### src/rtl/div_pkg.sv
// Shared definitions for the sequential fixed-point divider:
// FSM states, saturation constants and the iteration-counter width.
package div_pkg;

  typedef enum logic [1:0] {
    IDLE = 2'd0,
    CALC = 2'd1,
    DONE = 2'd2
  } state_t;

  // Saturation helpers return a wide vector; callers keep the low bits they need.
  localparam int SAT_W = 128;

  function automatic logic [SAT_W-1:0] max_pos(input int width);
    return (128'd1 << (width - 1)) - 128'd1;
  endfunction

  function automatic logic [SAT_W-1:0] min_neg(input int width);
    return 128'd1 << (width - 1);
  endfunction

  function automatic int cnt_width(input int data_width, input int bin_pos);
    return $clog2(data_width + bin_pos + 1);
  endfunction

endpackage

### src/rtl/div_fxp_core.sv
// Magnitude-only restoring divider datapath: one quotient bit per step.
// Next-step values are exposed so the owner can capture the final result on the last step.
module div_fxp_core import div_pkg::*; #(
  parameter int DATA_WIDTH = 32,
  parameter int BIN_POS    = 16
) (
  input  logic                          clk,
  input  logic                          rst,
  input  logic                          load,
  input  logic                          step,
  input  logic [DATA_WIDTH-1:0]         num_mag,
  input  logic [DATA_WIDTH-1:0]         denom_mag,
  output logic [DATA_WIDTH+BIN_POS-1:0] quo_nx,
  output logic [DATA_WIDTH-1:0]         rem_nx
);

  localparam int N = DATA_WIDTH + BIN_POS;

  logic [N-1:0]          dvd_r;
  logic [N-1:0]          quo_r;
  logic [DATA_WIDTH-1:0] rem_r;
  logic [DATA_WIDTH-1:0] dsr_r;
  logic [N-1:0]          dvd_ext_s;
  logic [DATA_WIDTH:0]   shift_s;
  logic [DATA_WIDTH:0]   diff_s;
  logic                  qbit_s;

  // Trial subtraction of the divisor from the shifted partial remainder.
  always_comb begin
    dvd_ext_s = '0;
    dvd_ext_s[DATA_WIDTH-1:0] = num_mag;
    dvd_ext_s = dvd_ext_s << BIN_POS;
    shift_s = {rem_r, dvd_r[N-1]};
    if (shift_s >= {1'b0, dsr_r}) begin
      diff_s = shift_s - {1'b0, dsr_r};
      qbit_s = 1'b1;
    end else begin
      diff_s = shift_s;
      qbit_s = 1'b0;
    end
    // Partial remainder stays below the divisor, so the top bit is always clear.
    rem_nx = diff_s[DATA_WIDTH-1:0];
    quo_nx = {quo_r[N-2:0], qbit_s};
  end

  // Datapath registers: load operands, then shift/subtract once per step.
  always_ff @(posedge clk) begin
    if (rst) begin
      dvd_r <= '0;
      quo_r <= '0;
      rem_r <= '0;
      dsr_r <= '0;
    end else if (load) begin
      dvd_r <= dvd_ext_s;
      quo_r <= '0;
      rem_r <= '0;
      dsr_r <= denom_mag;
    end else if (step) begin
      dvd_r <= dvd_r << 1;
      quo_r <= quo_nx;
      rem_r <= rem_nx;
    end
  end

endmodule

### src/rtl/div_fxp_seq.sv
// Sequential Qm.n divider with sign handling, saturation, divide-by-zero
// detection and a start/ack handshake around the restoring core.
module div_fxp_seq import div_pkg::*; #(
  parameter int DATA_WIDTH = 32,
  parameter int BIN_POS    = 16,
  parameter int SIGNED     = 1
) (
  input  logic                  clk,
  input  logic                  rst,
  input  logic                  start,
  input  logic [DATA_WIDTH-1:0] num,
  input  logic [DATA_WIDTH-1:0] denom,
  output logic                  ready,
  output logic                  complete,
  input  logic                  ack,
  output logic [DATA_WIDTH-1:0] quot,
  output logic [DATA_WIDTH-1:0] rem,
  output logic                  div_zero,
  output logic                  overflow
);

  localparam int N     = DATA_WIDTH + BIN_POS;
  localparam int CNT_W = cnt_width(DATA_WIDTH, BIN_POS);
  localparam logic [SAT_W-1:0]      MAX_POS_W = max_pos(DATA_WIDTH);
  localparam logic [SAT_W-1:0]      MIN_NEG_W = min_neg(DATA_WIDTH);
  localparam logic [DATA_WIDTH-1:0] MAX_POS   = MAX_POS_W[DATA_WIDTH-1:0];
  localparam logic [DATA_WIDTH-1:0] MIN_NEG   = MIN_NEG_W[DATA_WIDTH-1:0];
  localparam logic [DATA_WIDTH-1:0] ALL_ONES  = {DATA_WIDTH{1'b1}};
  localparam logic [N-1:0]          LIM_POS   = N'(MAX_POS);
  localparam logic [N-1:0]          LIM_NEG   = N'(MIN_NEG);
  localparam logic [N-1:0]          LIM_U     = N'(ALL_ONES);
  localparam logic [CNT_W-1:0]      CNT_LAST  = CNT_W'(N - 1);

  state_t                state_r, state_nx_s;
  logic [CNT_W-1:0]      cnt_r;
  logic                  num_neg_r, den_neg_r;
  logic                  accept_s, den_zero_s;
  logic                  num_neg_s, den_neg_s;
  logic [DATA_WIDTH-1:0] num_mag_s, den_mag_s;
  logic [DATA_WIDTH-1:0] dz_quot_s;
  logic [N-1:0]          quo_raw_s;
  logic [DATA_WIDTH-1:0] rem_raw_s;
  logic                  res_neg_s, fin_ovf_s;
  logic [DATA_WIDTH-1:0] fin_quot_s, fin_rem_s;

  // Operand decode: magnitudes and the divide-by-zero result for this request.
  always_comb begin
    accept_s   = start && ((state_r == IDLE) || (state_r == DONE));
    den_zero_s = (denom == {DATA_WIDTH{1'b0}});
    num_neg_s  = (SIGNED != 0) && num[DATA_WIDTH-1];
    den_neg_s  = (SIGNED != 0) && denom[DATA_WIDTH-1];
    num_mag_s  = num_neg_s ? ({DATA_WIDTH{1'b0}} - num) : num;
    den_mag_s  = den_neg_s ? ({DATA_WIDTH{1'b0}} - denom) : denom;
    if (SIGNED != 0) begin
      dz_quot_s = num_neg_s ? MIN_NEG : MAX_POS;
    end else begin
      dz_quot_s = ALL_ONES;
    end
  end

  div_fxp_core #(
    .DATA_WIDTH (DATA_WIDTH),
    .BIN_POS    (BIN_POS)
  ) u_core (
    .clk       (clk),
    .rst       (rst),
    .load      (accept_s && !den_zero_s),
    .step      (state_r == CALC),
    .num_mag   (num_mag_s),
    .denom_mag (den_mag_s),
    .quo_nx    (quo_raw_s),
    .rem_nx    (rem_raw_s)
  );

  // Sign restoration and saturation of the core result on its last step.
  always_comb begin
    res_neg_s = num_neg_r ^ den_neg_r;
    if (SIGNED != 0) begin
      fin_ovf_s = res_neg_s ? (quo_raw_s > LIM_NEG) : (quo_raw_s > LIM_POS);
    end else begin
      fin_ovf_s = (quo_raw_s > LIM_U);
    end
    if (fin_ovf_s) begin
      if (SIGNED != 0) begin
        fin_quot_s = res_neg_s ? MIN_NEG : MAX_POS;
      end else begin
        fin_quot_s = ALL_ONES;
      end
      fin_rem_s = {DATA_WIDTH{1'b0}};
    end else begin
      fin_quot_s = res_neg_s ? ({DATA_WIDTH{1'b0}} - quo_raw_s[DATA_WIDTH-1:0])
                             : quo_raw_s[DATA_WIDTH-1:0];
      fin_rem_s  = num_neg_r ? ({DATA_WIDTH{1'b0}} - rem_raw_s) : rem_raw_s;
    end
  end

  // Next-state logic; a start in DONE doubles as the acknowledge.
  always_comb begin
    state_nx_s = state_r;
    case (state_r)
      IDLE: begin
        if (start) begin
          state_nx_s = den_zero_s ? DONE : CALC;
        end else begin
          state_nx_s = IDLE;
        end
      end
      CALC: begin
        if (cnt_r == {CNT_W{1'b0}}) begin
          state_nx_s = DONE;
        end else begin
          state_nx_s = CALC;
        end
      end
      DONE: begin
        if (start) begin
          state_nx_s = den_zero_s ? DONE : CALC;
        end else if (ack) begin
          state_nx_s = IDLE;
        end else begin
          state_nx_s = DONE;
        end
      end
      default: state_nx_s = IDLE;
    endcase
  end

  // State, iteration counter and registered result outputs.
  always_ff @(posedge clk) begin
    if (rst) begin
      state_r   <= IDLE;
      cnt_r     <= {CNT_W{1'b0}};
      num_neg_r <= 1'b0;
      den_neg_r <= 1'b0;
      ready     <= 1'b1;
      complete  <= 1'b0;
      quot      <= {DATA_WIDTH{1'b0}};
      rem       <= {DATA_WIDTH{1'b0}};
      div_zero  <= 1'b0;
      overflow  <= 1'b0;
    end else begin
      state_r  <= state_nx_s;
      ready    <= (state_nx_s != CALC);
      complete <= (state_nx_s == DONE);
      if (accept_s) begin
        num_neg_r <= num_neg_s;
        den_neg_r <= den_neg_s;
        cnt_r     <= CNT_LAST;
        if (den_zero_s) begin
          quot     <= dz_quot_s;
          rem      <= {DATA_WIDTH{1'b0}};
          div_zero <= 1'b1;
          overflow <= 1'b0;
        end
      end else if (state_r == CALC) begin
        if (cnt_r == {CNT_W{1'b0}}) begin
          quot     <= fin_quot_s;
          rem      <= fin_rem_s;
          div_zero <= 1'b0;
          overflow <= fin_ovf_s;
        end else begin
          cnt_r <= cnt_r - {{(CNT_W-1){1'b0}}, 1'b1};
        end
      end
    end
  end

endmodule

### config.mk
export PLATFORM = sky130hd
export DESIGN_NAME = div_fxp_seq
export DESIGN_NICKNAME = d
export VERILOG_FILES = /design/src/rtl/div_pkg.sv /design/src/rtl/div_fxp_core.sv /design/src/rtl/div_fxp_seq.sv
export SDC_FILE = /design/constraint.sdc
export NUM_CORES = 1
export LEC_CHECK = 0
export CORE_UTILIZATION = 40
export DETAILED_ROUTE_END_ITERATION = 12
export GPL_TIMING_DRIVEN = 0
export PLACE_DENSITY = 0.66
export SYNTH_ARGS = -nofsm -noshare
export SYNTH_HDL_FRONTEND = slang
export SYNTH_SLANG_ARGS = --single-unit
### constraint.sdc
create_clock -name clk -period 6.73 [get_ports clk]
set_input_delay 1.346 -clock clk [delete_from_list [all_inputs] [get_ports clk]]
set_output_delay 1.346 -clock clk [all_outputs]
set_load 0.05 [all_outputs]
# After elaboration in Yosys (flattened, before gate mapping)
# Cells that the tools add are included.
dict set report classes {
  n_addsub 6
  magnitude_cmp 3
  n_eq_ne 6
  muxes 38
  n_bitwise 2
  n_reduce_logical 15
}
# cell n
set ops {}
lappend ops {{$mux 32} 17}
lappend ops {{$sub 1x32->32 const A} 4}
lappend ops {{$mux 48} 2}
lappend ops {{$gt 48x31->1 const B} 1}
lappend ops {{$gt 48x32->1 const B} 1}
lappend ops {{$ge 33x32->1} 1}
lappend ops {{$logic_not 32->1} 1}
lappend ops {{$sub 32x32->32} 1}
lappend ops {{$mux 6} 3}
lappend ops {{$mux 1} 10}
lappend ops {{$mux 2} 5}
lappend ops {{$logic_not 6->1} 1}
lappend ops {{$pmux 2 s3} 1}
lappend ops {{$reduce_bool 2->1} 3}
lappend ops {{$sub 6x1->6 const B} 1}
lappend ops {{$eq 2x2->1 const B} 2}
lappend ops {{$ne 2x1->1 const B} 2}
lappend ops {{$reduce_and 2->1} 2}
lappend ops {{$reduce_or 2->1} 2}
lappend ops {{$reduce_and 3->1} 1}
lappend ops {{$eq 2x1->1 const B} 1}
lappend ops {{$logic_and 1x1->1} 2}
lappend ops {{$logic_not 2->1} 1}
lappend ops {{$ne 2x2->1 const B} 1}
lappend ops {{other kinds (4)} 4}
dict set report totals {
  regBits 221
  inputBits 68
  out_inout_bits 68
  word_cells 85
}

# Longest topological paths before layout
# Gate-level depths: netlist of run 1.
dict set report logic_depth {
  word_depth 8
  depth_mapped 25
  ltp_nobuf 21
}

# Cells and area by module
# From an unflattened synthesis of run 1, not the netlist that was laid out.
dict set report hier_totals {
  cells_unflattened 1640
  area_unflattened_um2 13588.0
}
# mod instances cells_each area_each_um2 seq_area_each_um2
set by_module_without_submodules {}
lappend by_module_without_submodules {div_fxp_core 1 912 7767.4 2862.7}
lappend by_module_without_submodules {div_fxp_seq 1 728 5820.6 1561.5}

# Worst setup path after synthesis of run 1
# OpenSTA, ideal clock, no wires.
dict set report synth_path {
  kind {flip-flop to flip-flop}
  from {register u_core.dsr_r[10]}
  to {register rem[29]}
  setup_ns 0.064
  arrival_ns 4.891
  required_ns 6.666
  setup_slack_ns 1.776
  stages_incl_launch_ff 24
  path_buffers 7
  synth_period_minus_slack_ns 4.954
  path_cell_list {dfxtp_1 > inv_1 > ha_1 > clkbuf_1 > a21oi_1 > o21ai_0 > a21oi_1 > a311oi_1 > nor3_2 > clkbuf_1 > buf_1 > clkbuf_1 > ha_1 > nand2_1 > nor4b_4 > and2_1 > buf_4 > a41oi_2 > buf_6 > or3_1 > buf_6 > nor2_4 > or4b_1 > nand3_1}
}
dict set report synth_between {
  elab_chain_cells 8
  elab_cells_between_ends 13
  cone_classes {add/sub (2); order compare (3); mux (8)}
}
# item line_no
set synth_lines {}
lappend synth_lines {{start: declaration} div_fxp_core.sv:22} ;# logic [DATA_WIDTH-1:0] dsr_r;
lappend synth_lines {{start signal: assignment} div_fxp_core.sv:57} ;# dsr_r <= denom_mag;
lappend synth_lines {{$sub 32x32->32 or $ge 33x32->1 (tied branches)} {div_fxp_core.sv:35, div_fxp_core.sv:34}}
lappend synth_lines {{$mux 32 or $mux 1 (tied branches)} div_fxp_core.sv:34} ;# if (shift_s >= {1'b0, dsr_r}) begin
lappend synth_lines {{$sub 1x32->32 (tied with other cells)} div_fxp_seq.sv:93} ;# fin_rem_s = num_neg_r ? ({DATA_WIDTH{1'b0}} - rem_raw_s) : rem_raw_s;
lappend synth_lines {{$mux 32 or $mux 1 (tied branches)} {div_fxp_seq.sv:93, div_fxp_seq.sv:79}}
lappend synth_lines {{$mux 32 *} div_fxp_seq.sv:83} ;# if (fin_ovf_s) begin
lappend synth_lines {{$mux 32 *} div_fxp_seq.sv:156} ;# if (cnt_r == {CNT_W{1'b0}}) begin
lappend synth_lines {{$mux 32 *} div_fxp_seq.sv:155} ;# end else if (state_r == CALC) begin
lappend synth_lines {{$mux 32 *} div_fxp_seq.sv:145} ;# if (accept_s) begin
lappend synth_lines {{end signal: assignment} div_fxp_seq.sv:138} ;# rem <= {DATA_WIDTH{1'b0}};
lappend synth_lines {{end signal: assignment} div_fxp_seq.sv:151} ;# rem <= {DATA_WIDTH{1'b0}};
lappend synth_lines {{end signal: assignment} div_fxp_seq.sv:158} ;# rem <= fin_rem_s;
lappend synth_lines {{end: declaration} div_fxp_seq.sv:17} ;# output logic [DATA_WIDTH-1:0] rem,
# Every way passes the cells marked *; elsewhere a longest branch is shown, timed or not. The select of a mux whose other input is x is not followed.
# A chain may end at the register's enable or synchronous reset.

# Final worst setup path of run 1
dict set report layout_path {
  from {register u_core.rem_r[15]}
  to {register rem[29]}
}
dict set report layout_between {
  elab_chain_cells 8
  elab_cells_between_ends 13
  cone_classes {add/sub (2); order compare (3); mux (8)}
}
# item line_no
set layout_lines {}
lappend layout_lines {{start: declaration} div_fxp_core.sv:21} ;# logic [DATA_WIDTH-1:0] rem_r;
lappend layout_lines {{start signal: assignment} div_fxp_core.sv:61} ;# rem_r <= rem_nx;
lappend layout_lines {{$sub 32x32->32 or $ge 33x32->1 (tied branches)} {div_fxp_core.sv:35, div_fxp_core.sv:34}}
lappend layout_lines {{$mux 32 or $mux 1 (tied branches)} div_fxp_core.sv:34}
lappend layout_lines {{$sub 1x32->32 (tied with other cells)} div_fxp_seq.sv:93}
lappend layout_lines {{$mux 32 or $mux 1 (tied branches)} {div_fxp_seq.sv:93, div_fxp_seq.sv:79}}
lappend layout_lines {{$mux 32 *} div_fxp_seq.sv:83}
lappend layout_lines {{$mux 32 *} div_fxp_seq.sv:156}
lappend layout_lines {{$mux 32 *} div_fxp_seq.sv:155}
lappend layout_lines {{$mux 32 *} div_fxp_seq.sv:145}
# Marked as above.

==> results of run 1 <==
## flip-flops by register name (all words and copies together) (netlist names)
name          count
u_core.quo_r     47
quot             32
rem              32
u_core.dsr_r     32
u_core.dvd_r     32
u_core.rem_r     32
cnt_r             6
state_r           2
complete          1
den_neg_r         1
div_zero          1
num_neg_r         1
overflow          1
ready             1
## repair_timing
action                                  CTS  global route
pin swaps                                 0             0
endpoints found under the setup margin   18            42
resized for setup                         2             6
## cell families (layout without fill, tap and decap cells)
group / Yosys count / after routing
multiplexers: 33 / 33
adder cells (fa/ha/maj): 39 / 39
AND/OR/NAND/NOR: 674 / 674
AO/OA/AOI/OAI: 530 / 530
flip-flops: 221 / 221
XOR/XNOR: 135 / 135
buffers and inverters: 177 / 358
## layout by cell type (no fill, tap or decap), drive strengths merged, types with 13 or more instances in the layout
cell type,count
or3,38
clkbuf,139
nand2,231
o211ai,18
inv,57
dfxtp,221
a31oi,14
nor3,43
o31ai,31
a221oi,20
xor2,57
a21o,13
a22oi,39
buf,18
nand3,19
a21oi,135
a311oi,15
ha,38
nor4,25
nand2b,13
nor2,214
a211oi,66
clkdlybuf4s50,134
nand4,18
o21ai,107
xnor2,78
mux2i,29
## worst register-to-register path: stages (launching register included)
cell and delay, ns:
dfxtp_1 0.45, ha_1 0.27, clkbuf_1 0.18, a21oi_1 0.21, o21ai_0 0.18, a21oi_1 0.47
a311oi_2 0.23, nor3_2 0.40, clkbuf_2 0.43, clkbuf_2 0.40, clkbuf_2 0.38, ha_1 0.26
nand2_1 0.21, nor4b_4 0.38, and2_1 0.19, buf_4 0.15, a41oi_2 0.15, buf_6 0.25
or3_1 0.34, buf_6 0.15, nor2_4 0.08, or4b_1 0.45, nand3_1 0.10
## worst max path at each step
stage | endpoint | slack (ns) | cells past startpoint
after floorplan | rem[29] | 1.78 | 23
after global placement | rem[23] | -0.28 | 20
after detailed placement | rem[23] | -0.32 | 20
after CTS | rem[23] | 0.09 | 20
after global routing | rem[26] | 0.003 | 22
final | rem[29] | 0.36 | 22
## metal layers
metal	part of all wire (%)	up-vias
met5	0	-
met4	2.8	0
met3	6.3	80
met2	47	458
met1	44	6717
li1	-	6841
## metrics by stage
step                hold WS (ns)  utilization, %  cell area, sq um
floorplan                  0.432               -             13800
global placement           0.435            46.5             15700
detailed placement         0.444            46.5             15700
CTS                        0.452            49.2             16600
global route               0.466            49.3             16600
finish                     0.447            49.3             16600
## synth_stat cells (13+ instances only)
cell type	n	share of area (%)
o21ai_0	103	3.7
a21oi_1	135	4.9
clkbuf_1	99	2.7
nand2_1	231	6.3
dfxtp_1	221	32
o31ai_1	31	1.7
o211ai_1	18	0.98
inv_1	56	1.5
or3_1	37	1.7
xor2_1	57	3.6
nor3_1	42	1.5
nand3_1	19	0.69
a221oi_1	20	1.3
xnor2_1	78	5.0
nand4_1	18	0.82
ha_1	38	3.5
a311oi_1	15	0.95
a21o_1	13	0.71
mux2i_1	29	2.1
a31oi_1	14	0.64
a211oi_1	66	3.6
nor2_1	213	5.8
nand2b_1	13	0.59
nor4_1	23	1.0
a22oi_1	39	2.1
## area by class of cell
class	count	area (sq um)	area share, %
plain buffers	119	485	2.92
multi-input cells	1411	8670	52.2
flip-flops and latches	221	4420	26.6
clock inverters	10	118	0.708
inverters	57	214	1.29
clock buffers	38	786	4.73
well taps	448	561	3.38
repair buffers	134	1340	8.08
## power by group through the flow
stage / combinational (mW) / clock, mW / sequential (mW)
3_3_place_gp: 1.64 / 0 / 1.46
2_1_floorplan: 1.12 / 0 / 1.50
3_5_place_dp: 1.65 / 0 / 1.47
5_1_grt: 1.85 / 1.55 / 1.45
6_report: 1.70 / 1.48 / 1.44
4_1_cts: 1.67 / 1.49 / 1.44
==> results.md, run 1 <==
- Status: completed
- Max Cap Viol: 0
- Sink of the worst hold path: rem[27]
- Placed Cells: 2391
- Seq/Total Area, Yosys: 32.1%
- Worst slew pin tran: between 1 and 1.5 ns
- Switching Share: 38.1%
- WL/cell: between 15 and 20 um
- Worst-path clk slew: around 0.060 ns
- TritonCTS Buffers: 26
- Pint: 2.86 mW
- Drt initial violations: 1090
- Post-synth EDFFs: 0
- P per Cell Area: around 280 nW/um^2
- Largest net degree at the start of global routing: 14
- Core box area: ~34000 sq um
- Postcts setup bufs: 0
- Final ANT Viol Nets: 0
- Crit path max fanout: 10
- Net Switching: around 1.8 mW
- Cells along the critical path: ha_1, clkbuf_1, a21oi_1, o21ai_0, a21oi_1, a311oi_2, nor3_2, clkbuf_2, clkbuf_2, clkbuf_2, ha_1, nand2_1, nor4b_4, and2_1, buf_4, a41oi_2, buf_6, or3_1, buf_6, nor2_4, or4b_1, nand3_1
- Final hold vios: 0
- Hold path depth: 2
- Adder-cell share of the synthesized area: 3.60%
- Crit Reg-Reg Startpoint: u_core.rem_r[15]
- CP dominant cell by count: clkbuf_2
- Cell Count, Final, Fillers Out: 2438
- GRT busiest layer: met2
- GR Util met2: 43.4%
- Drt via density: approximately 5.8
- RSZ-0062 raised after global routing: no
- Clk pwr share: 32.0%
- Pre-CTS WS: -0.321 ns
- CP required: 7.23 ns
- Final worst path period share: 94.6%
- Post-Syn Area: 13800 sq um
- Final Wtd Congestion: 0.950
- Crit. End Element: flop
- Worst Path Buf+Inv: 7
- Initial core utilization: 40.9%
- First-pass GRT wire length: 72600 um
- Root Buffer: clkbuf_16
- Post-Synthesis Cells: 1809
- Area Growth Syn to Fin: 20.5%
- Post-route DRC violation count: 0
- Post-DP HPWL: around 35000 um
- H-Tree Level Count: 1
- Yosys warns: 0
- Top delay family on crit path: simple AND/OR/NAND/NOR gates
- Peak VDD IR: 0.000217 V
- FF-to-FF path depth: 22
- Via Count: between 10k and 15k
- Min Tclk post-route: 6.37 ns
- Antenna diodes: 0
- Final WS setup: 0.365 ns
- Hold Path Origin: rem[27]
- Slew Limit Headroom: roughly 17%
- Avg Inst Size Synth: between 7 and 8 sq um
- Endpoints failing setup: 0
- Clk_lat worst skew: between 0.5 and 0.6 ns
- PortBufs: 134
- Share of cells above drive strength 1: 5.03%
- Die span in y: 188 um
- Layout Skew: 0.0167 ns
- Hold Path Class: flop to flop
- Rows: 67
- Ys flop type: dfxtp_1
- Clk sinks: ~220
- CP startpoint: u_core.rem_r[15]
- Post-synthesis xor/xnor area fraction: between 8 and 9%
- Pins Over Slew Limit: 0
- CTS Buffer Depth: 3
- Simple-Gate Fraction of Synth Area: between 20% and 30%
- Synth Area in Compound Gates: roughly 25%
- Fill count: 3400
- Setup_tns: 0 ns
- CTS tree: built
- Pre-antenna DRT Iters: 6
- Grt ovf: 0
- FF-to-FF End: rem[29]
- Seq cells post-synth: between 200 and 250
- Flop pwr share: 31.2%
- Post-CTS Hold Buffers: 0
- Largest stage delay, worst path: between 0.4 and 0.5 ns
- Top-Level Pins: 136
- Slowest CP cell: a21oi_1
- Total Power: ~4.6 mW
- Die ar.: 35200 sq um
- Crit path kind: flop to flop
- Met1 capacity usage during global routing: 33.5%
- Die Width: 188 um
- Reg2Reg Setup Slack: 0.36 ns
- GR Util met3: 3.48%
- Maximum clock frequency: 0.157 GHz
- Worst setup SP type: flop
- Comb power frac: 36.8%
- Combinational family with the most area after synthesis: compound AO/OA/AOI/OAI gates
- Drt total wl: 45600 um
- Async set-reset flop share out of synthesis: 0%
- Number of global-route vias before repair: between 10k and 15k
- Antenna violations before repair: 0
- Synth cell types: 86
- Pleak: 5.88 nW
- Post-Syn Nets: 1916
- WP data arrival: 6.86 ns
- Nets: 2077
- GRT Util Overall: between 20% and 30%
- Multiplexer share of the synthesized area: ~2.4%
Note: power is estimated with default switching activity, not from simulation.
==> run 2: changes to the inputs <==
clock period = 8.2 ns   (was 6.73 ns; I/O delays follow)
==> run 2 against run 1 <==
- clock-buffer cell count is the same
- cell area shrank 0.11%
- critical path type unchanged
- worst hold slack is essentially flat
- sequential power shrank 18%
==> results.md, run 2 (synthesis results as in run 1) <==
- Status: completed
- GRT Util Overall: 25.5% (unchanged)
- Core box area: 33700 sq um (unchanged)
- Max Cap Viol: 0 (unchanged)
- Worst slew pin tran: 1.23 ns (-0.0146 ns)
- Share of cells above drive strength 1: 4.67% (-0.35 points)
- CTS Buffer Depth: 3 (unchanged)
- Max reg flops: 47 (unchanged)
- Clk sinks: 221 (unchanged)
- Die Width: 188 um (unchanged)
- Hold path depth: 2 (unchanged)
- Resized Gates After CTS: 0 (-2)
- PortBufs: 134 (unchanged)
- Most frequent cells in the layout: nand2_1, dfxtp_1, nor2_1
- Largest net degree at the start of global routing: 14 (unchanged)
- WP data arrival: 7.73 ns (+0.87 ns)
- First-pass GRT wire length: 72600 um (unchanged)
- Drt initial violations: 1089 (-0.092%)
- Fin util: 49.2% (-0.056 points)
- Initial core utilization: 40.9% (unchanged)
- Worst-path clk slew: 0.06 ns (about the same)
- Hold Path Class: flop to flop
- Setup_tns: 0 ns (unchanged)
- Crit Reg-Reg Startpoint: u_core.rem_r[11]
- Final worst path period share: 88.6% (-6.0 points)
- WL/cell: 18.7 um (-0.10%)
- Maximum clock frequency: 0.138 GHz (-12%)
- Largest stage delay, worst path: 0.66 ns (+0.19 ns)
- Final WS setup: 0.934 ns (+0.569 ns)
- Slowest CP cell: clkbuf_1
- Most flops, register: u_core.quo_r
- Slew Limit Headroom: 17.4% (+0.42 points)
- Final ANT Viol Nets: 0 (unchanged)
- Sink of the worst hold path: rem[27]
- Crit. End Element: flop
- RSZ-0062 raised after global routing: no
- Rows: 67 (unchanged)
- FF-to-FF path depth: 20 (-9.1%)
- Clk_lat worst skew: 0.55 ns (about the same)
- CTS tree: built
- Via Count: 14.1k (-0.0071%)
- Reg2Reg Setup Slack: 0.93 ns (+0.57 ns)
- Root Buffer: clkbuf_16
- Top-Level Pins: 136 (unchanged)
- Drt total wl: 45600 um (about the same)
- Post-DP HPWL: 35400 um (unchanged)
- Area Growth Syn to Fin: 20.4%
- Number of global-route vias before repair: 13.6k (+0.074%)
- Nets: 2078 (+0.048%)
- Worst setup SP type: flop
- Endpoints failing setup: 0 (unchanged)
- Pre-antenna DRT Iters: 6 (unchanged)
- Worst Path Buf+Inv: 5 (-2)
- Cells along the critical path: ha_1, a21oi_1, o21ai_0, a21oi_1, a311oi_1, nor3_2, clkbuf_1, buf_1, clkbuf_1, ha_1, nand2_1, nor4b_4, and2_1, buf_4, a41oi_2, buf_6, nor2_1, nand2_1, or4_1, a31oi_1
- TritonCTS Buffers: 26 (unchanged)
- Pins Over Slew Limit: 0 (unchanged)
- Top delay family on crit path: buffers and inverters
- Pleak: 5.87 nW (-0.13%)
- Min Tclk post-route: 7.27 ns (+0.901 ns)
- Die ar.: 35200 sq um (unchanged)
- Post-CTS Hold Buffers: 0 (unchanged)
- Drt via density: 5.78 (about the same)
- Peak VDD IR: 0.000177 V (-18%)
- H-Tree Level Count: 1 (unchanged)
- P per Cell Area: 228 nW/um^2 (-18%)
- Pre-CTS WS: 1.15 ns (+1.47 ns)
- Final Wtd Congestion: 0.950 (unchanged)
- Grt ovf: 0 (unchanged)
- Crit path kind: flop to flop
- Hold Path Origin: rem[27]
- Fill count: 3394 (-0.18%)
- Layout Skew: 0.0144 ns (-0.00228 ns)
- CP required: 8.67 ns (+1.44 ns)
- Antenna violations before repair: 0 (unchanged)
- Final hold vios: 0 (unchanged)
- Crit path max fanout: 10 (unchanged)
- Die span in y: 188 um (unchanged)
- FF-to-FF End: rem[23]
- Postcts setup bufs: 0 (unchanged)
- Post-route DRC violation count: 0 (unchanged)
- Commonest non-fill, non-tap cell in the layout: nand2_1
- Antenna diodes: 0 (unchanged)
-- run 2: worst min-delay path: stages (launching register included) --
cell and delay (ns):
dfxtp_1 0.31, nand2_1 0.05, o21ai_1 0.05
-- run 2: stage by stage --
stage / std cells / hold WS [ns] / instance area (sq um) / power (mW)
after detailed placement: 2391 / 0.444 / 15700 / 2.56
after global routing: 2439 / 0.466 / 16600 / 3.97
after global placement: 2391 / 0.435 / 15700 / 2.55
after CTS: 2439 / 0.452 / 16600 / 3.77
after floorplan: 1809 / 0.432 / 13800 / 2.15
final: 2439 / 0.447 / 16600 / 3.78
-- run 2: worst max path at each step --
stage                      from  endpoint  slack, ns  cells after the start
2_1_floorplan  u_core.dsr_r[10]   rem[29]       3.25                     23
3_3_place_gp   u_core.rem_r[11]   rem[23]       1.19                     20
3_5_place_dp   u_core.rem_r[11]   rem[23]       1.15                     20
4_1_cts        u_core.rem_r[11]   rem[23]       1.09                     20
5_1_grt        u_core.rem_r[11]   rem[13]       0.53                     20
6_report       u_core.rem_r[11]   rem[23]       0.93                     20
-- run 2: routing by layer --
metal	share of wire [%]	global-route usage, %	vias up
li1	-	-	6845
met1	44	33.5	6696
met2	47	43.4	477
met3	6.3	3.48	77
met4	2.7	7.57	0
met5	0	0	-
-- run 2: area by class of cell --
class | instances | area [sq um] | area share (%)
Clock inverter | 10 | 118 | 0.709
Multi-Input combinational cell | 1411 | 8650 | 52.2
Buffer | 120 | 485 | 2.93
Clock buffer | 38 | 786 | 4.74
Tap cell | 448 | 561 | 3.38
Timing Repair Buffer | 134 | 1340 | 8.09
Sequential cell | 221 | 4420 | 26.7
Inverter | 57 | 214 | 1.29
-- run 2: power breakdown --
group          total [mW]  switching, mW  internal (mW)
clock                1.21          0.484          0.726
sequential           1.18         0.0472           1.13
combinational        1.39          0.908          0.482
==> run 3: changes to the inputs <==
CELL_PAD_IN_SITES_DETAIL_PLACEMENT = 0   (was unset)
CELL_PAD_IN_SITES_GLOBAL_PLACEMENT = 1   (was unset)
PLACE_DENSITY = 0.83   (was 0.66)
SKIP_LAST_GASP = 1   (was unset)
==> run 3 against run 2 <==
- global-route usage up 0.31 points
- first-iteration DRC count up 6.7%
- non-clock buffer count unchanged
- combinational power about the same
- register-to-register slack worse by 0.16 ns
- die area unchanged
- clock power down 7%
- critical endpoint unchanged
- largest cell class unchanged
==> results.md, run 3 (synthesis results as in run 1) <==
- GRT Util Overall: 25.8% (+0.31 points)
- Cells along the critical path: ha_1, a21oi_1, o21ai_0, a21oi_1, a311oi_1, nor3_2, clkbuf_1, buf_1, clkbuf_1, ha_1, nand2_1, nor4b_4, and2_1, buf_4, a41oi_2, buf_6, nor2_1, nand2_1, or4_1, a31oi_1
- Pre-antenna DRT Iters: 6 (unchanged)
- Core box area: 33700 sq um (unchanged)
- WP data arrival: 7.88 ns (+0.15 ns)
- Pins Over Slew Limit: 0 (unchanged)
- Worst slew pin tran: 1.34 ns (+0.110 ns)
- Final worst path period share: 90.5% (+1.9 points)
- Postcts setup bufs: 0 (unchanged)
- TritonCTS Buffers: 26 (unchanged)
- Post-CTS Hold Buffers: 0 (unchanged)
- WL/cell: 18.8 um (+0.76%)
- Slew Limit Headroom: 10.7% (-6.8 points)
- Antenna violations before repair: 0 (unchanged)
- Most frequent cells in the layout: nand2_1, dfxtp_1, nor2_1
- Area after DPL: 15700 sq um (unchanged)
- Root Buffer: clkbuf_16
- Crit. End Element: flop
- Slowest CP cell: clkbuf_1
- Drt via density: 5.74 (-0.70%)
- Commonest non-fill, non-tap cell in the layout: nand2_1
- Worst setup SP type: flop
- H-Tree Level Count: 1 (unchanged)
- Resized Gates After CTS: 0 (unchanged)
- Hold Path Class: flop to flop
- Max Cap Viol: 0 (unchanged)
- CTS tree: built
- Worst-path clk slew: 0.06 ns (about the same)
- Maximum clock frequency: 0.135 GHz (-2.1%)
- Number of global-route vias before repair: 13.4k (-1.4%)
- Die span in y: 188 um (unchanged)
- Rows: 67 (unchanged)
- Final Wtd Congestion: 0.966 (+1.7%)
- Max reg flops: 47 (unchanged)
- Initial core utilization: 40.9% (unchanged)
- Final ANT Viol Nets: 0 (unchanged)
- Cell Count, Final, Fillers Out: 2437 (-0.082%)
- Nets: 2078 (unchanged)
- Most flops, register: u_core.quo_r
- Worst Path Buf+Inv: 5 (unchanged)
- Final hold vios: 0 (unchanged)
- Top-Level Pins: 136 (unchanged)
- P per Cell Area: 223 nW/um^2 (-2.1%)
- Antenna diodes: 0 (unchanged)
- Post-route DRC violation count: 0 (unchanged)
- Die ar.: 35200 sq um (unchanged)
- First-pass GRT wire length: 72900 um (+0.47%)
- Post-route cell area: 16500 sq um (-0.54%)
- Pleak: 5.83 nW (-0.80%)
- Drt initial violations: 1162 (+6.7%)
- Area Growth Syn to Fin: 19.7%
- Min Tclk post-route: 7.42 ns (+0.158 ns)
- Largest net degree at the start of global routing: 14 (unchanged)
- Peak VDD IR: 0.000159 V (-10%)
- Largest stage delay, worst path: 0.64 ns (-0.02 ns)
- Clk_lat worst skew: 0.55 ns (about the same)
- Via Count: 14.0k (-0.78%)
- PortBufs: 134 (unchanged)
- Layout Skew: 0.0166 ns (+0.00214 ns)
- Die Width: 188 um (unchanged)
- Post-DP HPWL: 35800 um (+1.2%)
- Crit path max fanout: 10 (unchanged)
- Crit path kind: flop to flop
- CTS Buffer Depth: 3 (unchanged)
- Setup_tns: 0 ns (unchanged)
- RSZ-0062 raised after global routing: no
- Drt total wl: 45900 um (+0.68%)
- Top delay family on crit path: simple AND/OR/NAND/NOR gates
- CP required: 8.66 ns (about the same)
- Endpoints failing setup: 0 (unchanged)
- Total Power: 3.68 mW (-2.6%)
- Placed Cells: 2391 (unchanged)
- Clk sinks: 221 (unchanged)
- Grt ovf: 0 (unchanged)
- Status: completed
- Share of cells above drive strength 1: 4.37% (-0.30 points)
==> run 3: through the flow <==
stage | utilization (%) | hold WS (ns) | setup slack, ns
after floorplan | - | 0.432 | 3.25
after global placement | 46.5 | 0.436 | 1.04
after detailed placement | 46.5 | 0.441 | 1.02
after CTS | 48.9 | 0.452 | 0.961
after global routing | 48.9 | 0.464 | 0.525
final | 48.9 | 0.446 | 0.775
==> run 3: power by group <==
group / switching (mW) / internal (mW)
Clock: 0.476 / 0.639
Combinational: 0.906 / 0.482
Sequential: 0.0463 / 1.13
==> run 3: path summary, 6_finish.rpt <==
check | startpoint | to | slack (ns) | depth (start not counted)
worst max-delay path | u_core.rem_r[11] | rem[23] | 0.78 | 20
worst min-delay path | rem[27] | rem[27] | 0.45 | 2
worst max register to register | u_core.rem_r[11] | rem[23] | 0.78 | 20
worst min register to register | rem[27] | rem[27] | 0.45 | 2
==> run 3: cell type report <==
cell class                      instances  area [sq um]
Buffer                                120           485
Timing Repair Buffer                  134          1340
Clock inverter                          7          55.1
Inverter                               57           214
Sequential cell                       221          4420
Clock buffer                           39           759
Tap cell                              448           561
Fill cell                            3449         17200
Multi-Input combinational cell       1411          8650
==> run 3: per-layer routing <==
metal | track usage [%] | routed length (um) | part of all wire (%)
met1 | 34.1 | 20600 | 45
met2 | 42.2 | 20700 | 45
met3 | 4.14 | 2860 | 6.2
met4 | 9.76 | 1760 | 3.8
met5 | 0 | 0 | 0
==> run 3: worst min-delay path, stage by stage (launching register included) <==
cell     delay [ns]
dfxtp_1        0.31
nand2_1        0.05
o21ai_1        0.05
